==> src/rtl/aes_sched_pkg.sv <==
// Shared types and helpers for the AES request scheduler.
// Provides the scheduler state enum, the AES block width and the
// wrapping rotate-priority pick used by the round-robin arbiter.
package aes_sched_pkg;

    localparam int AES_BLK_W = 128;
    localparam int MAX_REQ   = 8;

    typedef enum logic [1:0] {
        IDLE = 2'd0,
        LOAD = 2'd1,
        BUSY = 2'd2,
        RESP = 2'd3
    } sched_state_e;

    // Returns {found, index}: first set bit of valid at or after ptr, wrapping at nreq.
    // Offsets are scanned from the far end so the nearest one is the last to assign.
    function automatic logic [3:0] rr_pick(input logic [MAX_REQ-1:0] valid,
                                           input logic [2:0]         ptr,
                                           input int                 nreq);
        logic [3:0] res;
        int         idx;
        res = '0;
        for (int k = MAX_REQ - 1; k >= 0; k--) begin
            if (k < nreq) begin
                idx = (int'(ptr) + k) % nreq;
                if (valid[3'(idx)]) begin
                    res = {1'b1, 3'(idx)};
                end
            end
        end
        return res;
    endfunction

endpackage

==> src/rtl/aes_rr_arbiter.sv <==
// Combinational rotate-priority arbiter: picks the first valid requester at or
// after the pointer, wrapping NREQ-1 -> 0. The pointer register lives in the caller.
module aes_rr_arbiter
    import aes_sched_pkg::*;
#(
    parameter int NREQ = 4,
    parameter int IDW  = 2
) (
    input  logic [NREQ-1:0] valid,
    input  logic [IDW-1:0]  ptr,
    output logic [NREQ-1:0] gnt,
    output logic [IDW-1:0]  idx,
    output logic            any
);

    logic [MAX_REQ-1:0] valid_ext;
    logic [3:0]         pick;

    // Widen the request vector and resolve the winner as one-hot plus index.
    always_comb begin
        valid_ext             = '0;
        valid_ext[NREQ-1:0]   = valid;
        pick                  = rr_pick(valid_ext, 3'(ptr), NREQ);
        any                   = pick[3];
        idx                   = IDW'(pick[2:0]);
        gnt                   = '0;
        if (pick[3]) begin
            gnt[idx] = 1'b1;
        end
    end

endmodule

==> src/rtl/aes_req_scheduler.sv <==
// Shares one AES core among NREQ requesters: one request per transaction,
// IDLE->LOAD->BUSY->RESP sequencing of the core ld/done handshake, response
// tagged with the requester id. Grants depend only on valid bits and state,
// never on key/text, so timing stays data independent.
// Build option AES_SCHED_FIXED_SLOT_EN: fixed time slots per requester instead
// of work-conserving round-robin (rsp_ready then ignored, RESP lasts one cycle).
module aes_req_scheduler
    import aes_sched_pkg::*;
#(
    parameter int NREQ     = 4,
    parameter int IDW      = $clog2(NREQ),
    parameter int SLOT_CYC = 16
) (
    input  logic                      clk,
    input  logic                      rst,
    input  logic [NREQ-1:0]           req_valid,
    output logic [NREQ-1:0]           req_ready,
    input  logic [NREQ*AES_BLK_W-1:0] req_key,
    input  logic [NREQ*AES_BLK_W-1:0] req_text,
    output logic                      rsp_valid,
    input  logic                      rsp_ready,
    output logic [IDW-1:0]            rsp_id,
    output logic [AES_BLK_W-1:0]      rsp_text,
    output logic                      core_ld,
    output logic [AES_BLK_W-1:0]      core_key,
    output logic [AES_BLK_W-1:0]      core_text_in,
    input  logic                      core_done,
    input  logic [AES_BLK_W-1:0]      core_text_out
);

    localparam logic [IDW-1:0] REQ_LAST = IDW'(NREQ - 1);

    if (NREQ < 2 || NREQ > MAX_REQ || SLOT_CYC < 4) begin : g_bad_cfg
        $error("aes_req_scheduler: unsupported NREQ/SLOT_CYC");
    end

    sched_state_e   state_q, state_d;
    logic           grant;
    logic [IDW-1:0] win;

`ifdef AES_SCHED_FIXED_SLOT_EN
    localparam int             SCW       = $clog2(SLOT_CYC);
    localparam logic [SCW-1:0] SLOT_LAST = SCW'(SLOT_CYC - 1);

    logic [SCW-1:0] slot_cnt_q;
    logic [IDW-1:0] slot_own_q;

    // Free-running slot timer; ownership rotates every slot regardless of activity.
    always_ff @(posedge clk) begin
        if (rst) begin
            slot_cnt_q <= '0;
            slot_own_q <= '0;
        end else if (slot_cnt_q == SLOT_LAST) begin
            slot_cnt_q <= '0;
            slot_own_q <= (slot_own_q == REQ_LAST) ? '0 : slot_own_q + 1'b1;
        end else begin
            slot_cnt_q <= slot_cnt_q + 1'b1;
        end
    end

    assign win   = slot_own_q;
    assign grant = !rst && (state_q == IDLE) && (slot_cnt_q == '0) && req_valid[slot_own_q];

    // Only the slot owner can ever see a ready.
    always_comb begin
        req_ready = '0;
        if (grant) begin
            req_ready[win] = 1'b1;
        end
    end
`else
    logic [IDW-1:0]  rr_ptr_q;
    logic [NREQ-1:0] arb_gnt;
    logic            arb_any;

    aes_rr_arbiter #(
        .NREQ (NREQ),
        .IDW  (IDW)
    ) u_arb (
        .valid (req_valid),
        .ptr   (rr_ptr_q),
        .gnt   (arb_gnt),
        .idx   (win),
        .any   (arb_any)
    );

    assign grant     = !rst && (state_q == IDLE) && arb_any;
    assign req_ready = grant ? arb_gnt : '0;

    // Round-robin pointer moves past the winner only when a grant is issued.
    always_ff @(posedge clk) begin
        if (rst) begin
            rr_ptr_q <= '0;
        end else if (grant) begin
            rr_ptr_q <= (win == REQ_LAST) ? '0 : win + 1'b1;
        end
    end
`endif

    // State register.
    always_ff @(posedge clk) begin
        if (rst) begin
            state_q <= IDLE;
        end else begin
            state_q <= state_d;
        end
    end

    // Next-state logic; core_done outside BUSY has no effect.
    always_comb begin
        state_d = state_q;
        case (state_q)
            IDLE: if (grant) state_d = LOAD;
            LOAD: state_d = BUSY;
            BUSY: if (core_done) state_d = RESP;
            RESP: begin
`ifdef AES_SCHED_FIXED_SLOT_EN
                state_d = IDLE;
`else
                if (rsp_ready) state_d = IDLE;
`endif
            end
            default: state_d = IDLE;
        endcase
    end

    assign core_ld   = (state_q == LOAD);
    assign rsp_valid = (state_q == RESP);

    // Capture the winner's operands at grant and the core result on completion;
    // both stay untouched until the next grant or done, which keeps them stable.
    always_ff @(posedge clk) begin
        if (rst) begin
            core_key     <= '0;
            core_text_in <= '0;
            rsp_id       <= '0;
            rsp_text     <= '0;
        end else begin
            if (grant) begin
                core_key     <= req_key[AES_BLK_W*int'(win) +: AES_BLK_W];
                core_text_in <= req_text[AES_BLK_W*int'(win) +: AES_BLK_W];
                rsp_id       <= win;
            end
            if ((state_q == BUSY) && core_done) begin
                rsp_text <= core_text_out;
            end
        end
    end

endmodule
==> config.mk <==
export PLATFORM = sky130hd
export DESIGN_NAME = aes_req_scheduler
export DESIGN_NICKNAME = d
export VERILOG_FILES = /design/src/rtl/aes_sched_pkg.sv /design/src/rtl/aes_rr_arbiter.sv /design/src/rtl/aes_req_scheduler.sv
export SDC_FILE = /design/constraint.sdc
export NUM_CORES = 1
export LEC_CHECK = 0
export BUFFER_PORTS_ARGS = -buffer_cell sky130_fd_sc_hd__clkbuf_2
export CAP_MARGIN = 0
export CORE_AREA = 2 2 607 609
export DETAILED_ROUTE_END_ITERATION = 8
export DIE_AREA = 0 0 609 611
export HOLD_SLACK_MARGIN = 0.06
export PLACE_DENSITY_LB_ADDON = 0.08
export SLEW_MARGIN = 20
export SYNTH_ARGS = -nofsm -noshare
export SYNTH_HDL_FRONTEND = slang
export SYNTH_HIERARCHICAL = 1
export SYNTH_SLANG_ARGS = --single-unit
==> constraint.sdc <==
create_clock -name clk -period 2.7 [get_ports clk]
set_input_delay 0.27 -clock clk [delete_from_list [all_inputs] [get_ports clk]]
set_output_delay 0.27 -clock clk [all_outputs]
set_load 0.01 [all_outputs]
# [Word level (Yosys, flattened, before mapping)]
# Cells that the tools add are included.
[word_totals] inputBits=1160 wordCells=62 register_bits=390
[op_classes] n_reduce_logical=10 n_addsub=4 bitwise=3 shift=2 mux=24 n_lt_le_gt_ge=6 n_eq_ne=7
[op_table] operator="512-bit by 10-bit indexed part select with 128-bit output" n=2
[op_table] operator="4-bit 2-to-1 mux" n=6
[op_table] operator="3-bit by 5-bit less-than comparator with 1-bit output (second input constant)" n=3
[op_table] operator="1-bit binary-select mux with 3-bit select" n=3
[op_table] operator="1-bit 2-to-1 mux" n=8
[op_table] operator="2-bit 2-to-1 mux" n=4
[op_table] operator="2-bit case mux with 4 select lines" n=1
[op_table] operator="2-bit == test (second input constant)" n=3
[op_table] operator="2-bit OR reduction" n=3
[op_table] operator="2-bit by 1-bit adder with 2-bit output (second input constant)" n=2
[op_table] operator="2-bit adder (second input constant)" n=2
[op_table] operator="1-bit logical AND" n=4
[op_table] operator="2-bit by 4-bit less-than comparator with 1-bit output (second input constant)" n=1
[op_table] operator="2-bit inequality test (second input constant)" n=2
[op_table] operator="1-bit AND (first input constant)" n=3
[op_table] operator="2-bit by 3-bit less-than comparator with 1-bit output (second input constant)" n=1
[op_table] operator="3-bit AND reduction" n=1
[op_table] operator="1-bit binary-select mux with 2-bit select" n=1
[op_table] operator="1-bit demux with 2-bit select" n=1
[op_table] operator="2-bit by 1-bit == test with 1-bit output (second input constant)" n=1
[op_table] operator="2-bit by 1-bit >= comparator with 1-bit output (second input constant)" n=1
[op_table] operator="2-bit logical NOT" n=1
[op_table] operator="2-bit by 1-bit inequality test with 1-bit output (second input constant)" n=1
[op_table] operator="1-bit logical NOT" n=1

# [Logic depth before layout (Yosys ltp)]
[logic_depth] word_depth=16 mapped_depth=10

# [Cells and area by module]
# The synthesis kept the hierarchy.
[modules_own_cells] module="aes_req_scheduler" area_each_um2=19807.7 cells_each=2024 instances=1
[modules_own_cells] module="aes_rr_arbiter" area_each_um2=175.2 cells_each=30 instances=1

# [Least setup slack after synthesis]
# No wires, ideal clock.
[synth_timing] path_type="register -> register" from="register rr_ptr_q[0]" to="register core_key[114]" slack_ns=0.502 path_stages_with_launch=10 t_arrival_ns=2.070 cell_sequence="dfxtp_1 -> nor2b_2 -> o21bai_1 -> a211oi_1 -> buf_2 -> buf_4 -> buf_2 -> mux2_2 -> a22oi_1 -> o21ai_1"
[synth_via] elab_chain_len=11 elab_cells_between_ends=26 classes_between="add/sub (3); shift (1); mux (15); bitwise (3); reduce/logical (4)"
[synth_lines] item="from (decl)" line="aes_req_scheduler.sv:72" text="logic [IDW-1:0] rr_ptr_q;"
[synth_lines] item="from (signal assigned)" line="aes_req_scheduler.sv:95" text="rr_ptr_q <= (win == REQ_LAST) ? '0 : win + 1'b1;"
[synth_lines] item="2-bit adder" line="aes_sched_pkg.sv:26" text="idx = (int'(ptr) + k) % nreq;"
[synth_lines] item="2-bit OR reduction (no source line)"
[synth_lines] item="1-bit AND (no source line)"
[synth_lines] item="1-bit binary-select mux with 3-bit select" line="aes_sched_pkg.sv:27" text="if (valid[3'(idx)]) begin"
[synth_lines] item="1-bit 2-to-1 mux (implied by the code) (2 in series)" line="aes_sched_pkg.sv:27"
[synth_lines] item="4-bit 2-to-1 mux (3 in series)" line="aes_sched_pkg.sv:27"
[synth_lines] item="4-bit 2-to-1 mux *" line="aes_sched_pkg.sv:27"
[synth_lines] item="named net win[0]" line="aes_req_scheduler.sv:39" text="logic [IDW-1:0] win;"
[synth_lines] item="512-bit by 10-bit indexed part select with 128-bit output *" line="aes_req_scheduler.sv:140" text="core_key <= req_key[AES_BLK_W*int'(win) +: AES_BLK_W];"
[synth_lines] item="to (signal assigned)" line="aes_req_scheduler.sv:140"
[synth_lines] item="to (decl)" line="aes_req_scheduler.sv:25" text="output logic [AES_BLK_W-1:0] core_key,"
# Mark *: on every way through the listed nets, which the timed path passes. The rest lies on a longest branch. The select of a mux whose other input is x is not followed.
# A chain may end at the register's enable or synchronous reset.

# [Final worst setup path]
[layout_timing] from="register rr_ptr_q[0]" to="register core_key[108]"
# Same word-level chain as after synthesis.

==> key figures <==
Routing
  – First-pass DRT Iterations: 5
  – Starting DRC count in detailed routing: 1147
  – Remaining DRCs: 0
  – Via density per instance: 2.896
  – WL final: 238800 um
  – Antenna Nets Post-Route: 0
  – Vias: 28200
  – Wirelength per Cell: 24.53 um

Setup path
  – CP required: 3.34 ns
  – Worst Path Arrival: 3.24 ns
  – Kind of critical path: flop to flop
  – Crit start category: flop
  – Path depth of the worst reg2reg path: 10
  – Setup crit end kind: flop
  – CP max FO: 30

STA
  – Final worst setup slack: 0.1053 ns
  – Crit path time final: 2.595 ns
  – Hold WS: 0.1251 ns
  – Worst-margin pin slew: 0.9566 ns
  – Final period util: 0.9610
  – RSZ-0062 raised after global routing: no
  – Slew margin rel.: 0.3623
  – Achievable Freq: 0.3854 GHz
  – Final Hold Viols: 0
  – Setup violations, final: 0
  – Skew final: 0.05323 ns
  – Slew Limit Fails: 0

Logic synthesis
  – Synth area leader: dfxtp_1
  – Asr flop ratio synth: 0
  – Distinct cells, synth: 39
  – Post-Synth Simple-Gate Area: 0.05923
  – Top-area cell type share of the netlist area: 0.3907
  – Yosys warnings: 6
  – Mapped Avg Cell Area: 9.729 sq um
  – Ys flop type: dfxtp_1
  – Post-synthesis compound-gate area fraction: 0.2247
  – Synth Area in Adders: 0.003757
  – Synth Cell Area: 19980 sq um
  – Cells after synthesis: 2054
  – Post-synth EDFFs: 0
  – Largest family of logic cells by synthesized area: multiplexers
  – Synth area leaders: dfxtp_1 39%, mux2i_1 14%, mux2_2 13%
  – Mapped Nets: 3220
  – Mux cell area share after synthesis: 0.2721
  – Post-synthesis sequential area ratio: 0.3907
  – Post-Synth XOR/XNOR Area: 0
  – Flip-flop and latch count after synthesis: 390

GRT
  – First-pass GRT wire length: 304000 um
  – Largest net degree at the start of global routing: 128
  – Number of global-route vias before repair: 30410
  – Global route overflow: 0
  – GRT Total Usage: 0.1229
  – Initial antenna violation count: 162

Finish
  – Commonest cells after routing, fill and taps aside: 1547 x clkbuf_2, 1181 x dlygate4sd3_1, 389 x dfxtp_1, 268 x mux2i_1, 263 x nand2_1
  – Finished Cell Area: 49130 sq um
  – Share of cells above drive strength 1: 0.4454
  – Fin cells: 9738
  – Nets: 5995
  – Core Util, Final: 0.1346
  – Fillers: 42110
  – Synth-to-Final Area Change: 145.8%
  – Commonest non-fill, non-tap cell in the layout: clkbuf_2

Placed design
  – Placed cell area: 34480 sq um
  – # port buffers: 1551
  – Dpl cells: 8381
  – Dpl ws: -0.2230 ns
  – Hpwl dp: 203200 um
  – Placer's final routability congestion estimate: 0.9349

Clocking
  – Insertion delay to the later sink of the worst-skew pair: 0.78 ns
  – Clock slew at reported path FFs: 0.05 ns
  – Root Buffer: clkbuf_16
  – TritonCTS clock tree: done
  – CTS sink cnt: 390
  – H-tree levels: 3
  – Clock Path Buffers: 4
  – CTS buffer count: 76

Floorplanning
  – IO Count: 1552
  – Core Area: 365000 sq um
  – Initial core utilization: 0.05475
  – FP Rows: 222
  – DIE HEIGHT: 611 um
  – Die W: 609 um
  – Total die area: 372100 sq um

Power
  – Power Dens Cells: 807.4 nW/um^2
  – Pleak: 0.02048 uW
  – VDD IR max: 342.0 uV

Worst hold path
  – Hold Path Stages: 3
  – Hold WC Path Type: primary input to flop

Outcome
  – Run status: complete, no violations

Flow run
  – Max-cap viol count: 0
==> path summary, 6_finish.rpt <==
kind	start	endpoint	slack (ns)
worst max-delay path	rr_ptr_q[0]$_SDFFE_PP0N_	core_key[108]$_SDFFE_PP0N_	0.11
worst min-delay path	rst	rr_ptr_q[1]$_SDFFE_PP0N_	0.13
worst max register to register	rr_ptr_q[0]$_SDFFE_PP0N_	core_key[108]$_SDFFE_PP0N_	0.11
worst min register to register	rsp_text[49]$_SDFFE_PP0P_	rsp_text[49]$_SDFFE_PP0P_	0.45
==> cell families after synthesis <==
group | Yosys count
adder cells (fa/ha/maj) | 6
multiplexers | 514
AO/OA/AOI/OAI | 657
flip-flops | 390
AND/OR/NAND/NOR | 297
buffers and inverters | 190
==> power by group <==
part	switching [uW]	internal [uW]	leakage (uW)
Combinational	11400	8580	0.0160
Clock	4020	6420	0.00123
Sequential	1400	7840	0.00320
Total	16800	22800	0.0205
==> final cells by class <==
cell class | instances | area [sq um] | share of cell area
sequential | 390 | 7811 | 0.1590
inverter | 5 | 18.77 | 0.0003820
clock inverter | 16 | 304.0 | 0.006189
tap | 4816 | 6026 | 0.1227
multi-input combinational | 1475 | 11320 | 0.2305
timing repair buffer | 2881 | 21300 | 0.4336
antenna | 48 | 120.1 | 0.002445
clock buffer | 107 | 2218 | 0.04516
==> routing by layer <==
metal | GRT usage | vias up | wire [um]
met3 | 0.03453 | 308 | 15980
met4 | 0.02604 | 78 | 5329
met2 | 0.2262 | 1028 | 123700
met5 | 0 | - | 488
met1 | 0.1395 | 13600 | 93310
li1 | - | 13190 | -
==> state kept, by name, summed over array words and instances, names as in the netlist <==
signal	cells
rr_ptr_q	2
rsp_id	2
core_text_in	128
rsp_text	128
core_key	128
state_q	2
==> stage by stage <==
stage | setup TNS [ns] | power, uW
finish | 0 | 39660
global route | 0 | 42260
CTS | 0 | 41330
detailed placement | -2.191 | 28290
global placement | -1.899 | 28330
floorplan | 0 | 17930
==> cell usage after synthesis, drive strengths merged, types with 6 or more instances <==
cell type,number
nand2,265
o21ai,258
a22oi,234
a21oi,136
buf,107
ha,6
mux2,234
dfxtp,390
nor2,9
a2bb2oi,21
clkbuf,78
mux2i,280
==> repair_timing <==
item | 4_1_cts | 5_1_grt
hold buffers | 1181 | 2
buffers inserted | 1 | 1
gates cloned | 0 | 1
hold endpoints to repair | 386 | 2
pin swaps | 0 | 3
resized for setup | 23 | 9
endpoints found under the setup margin | 22 | 37
==> critical path, cell delays in order (launching register included) <==
cell,delay [ns]
dfxtp_4,0.38
nor2b_2,0.06
o21bai_2,0.21
a211oi_4,0.25
buf_12,0.25
buf_16,0.21
buf_12,0.24
buf_4,0.23
mux2i_2,0.33
buf_4,0.17
o21ai_1,0.04
Note: power is estimated with default switching activity, not from simulation.
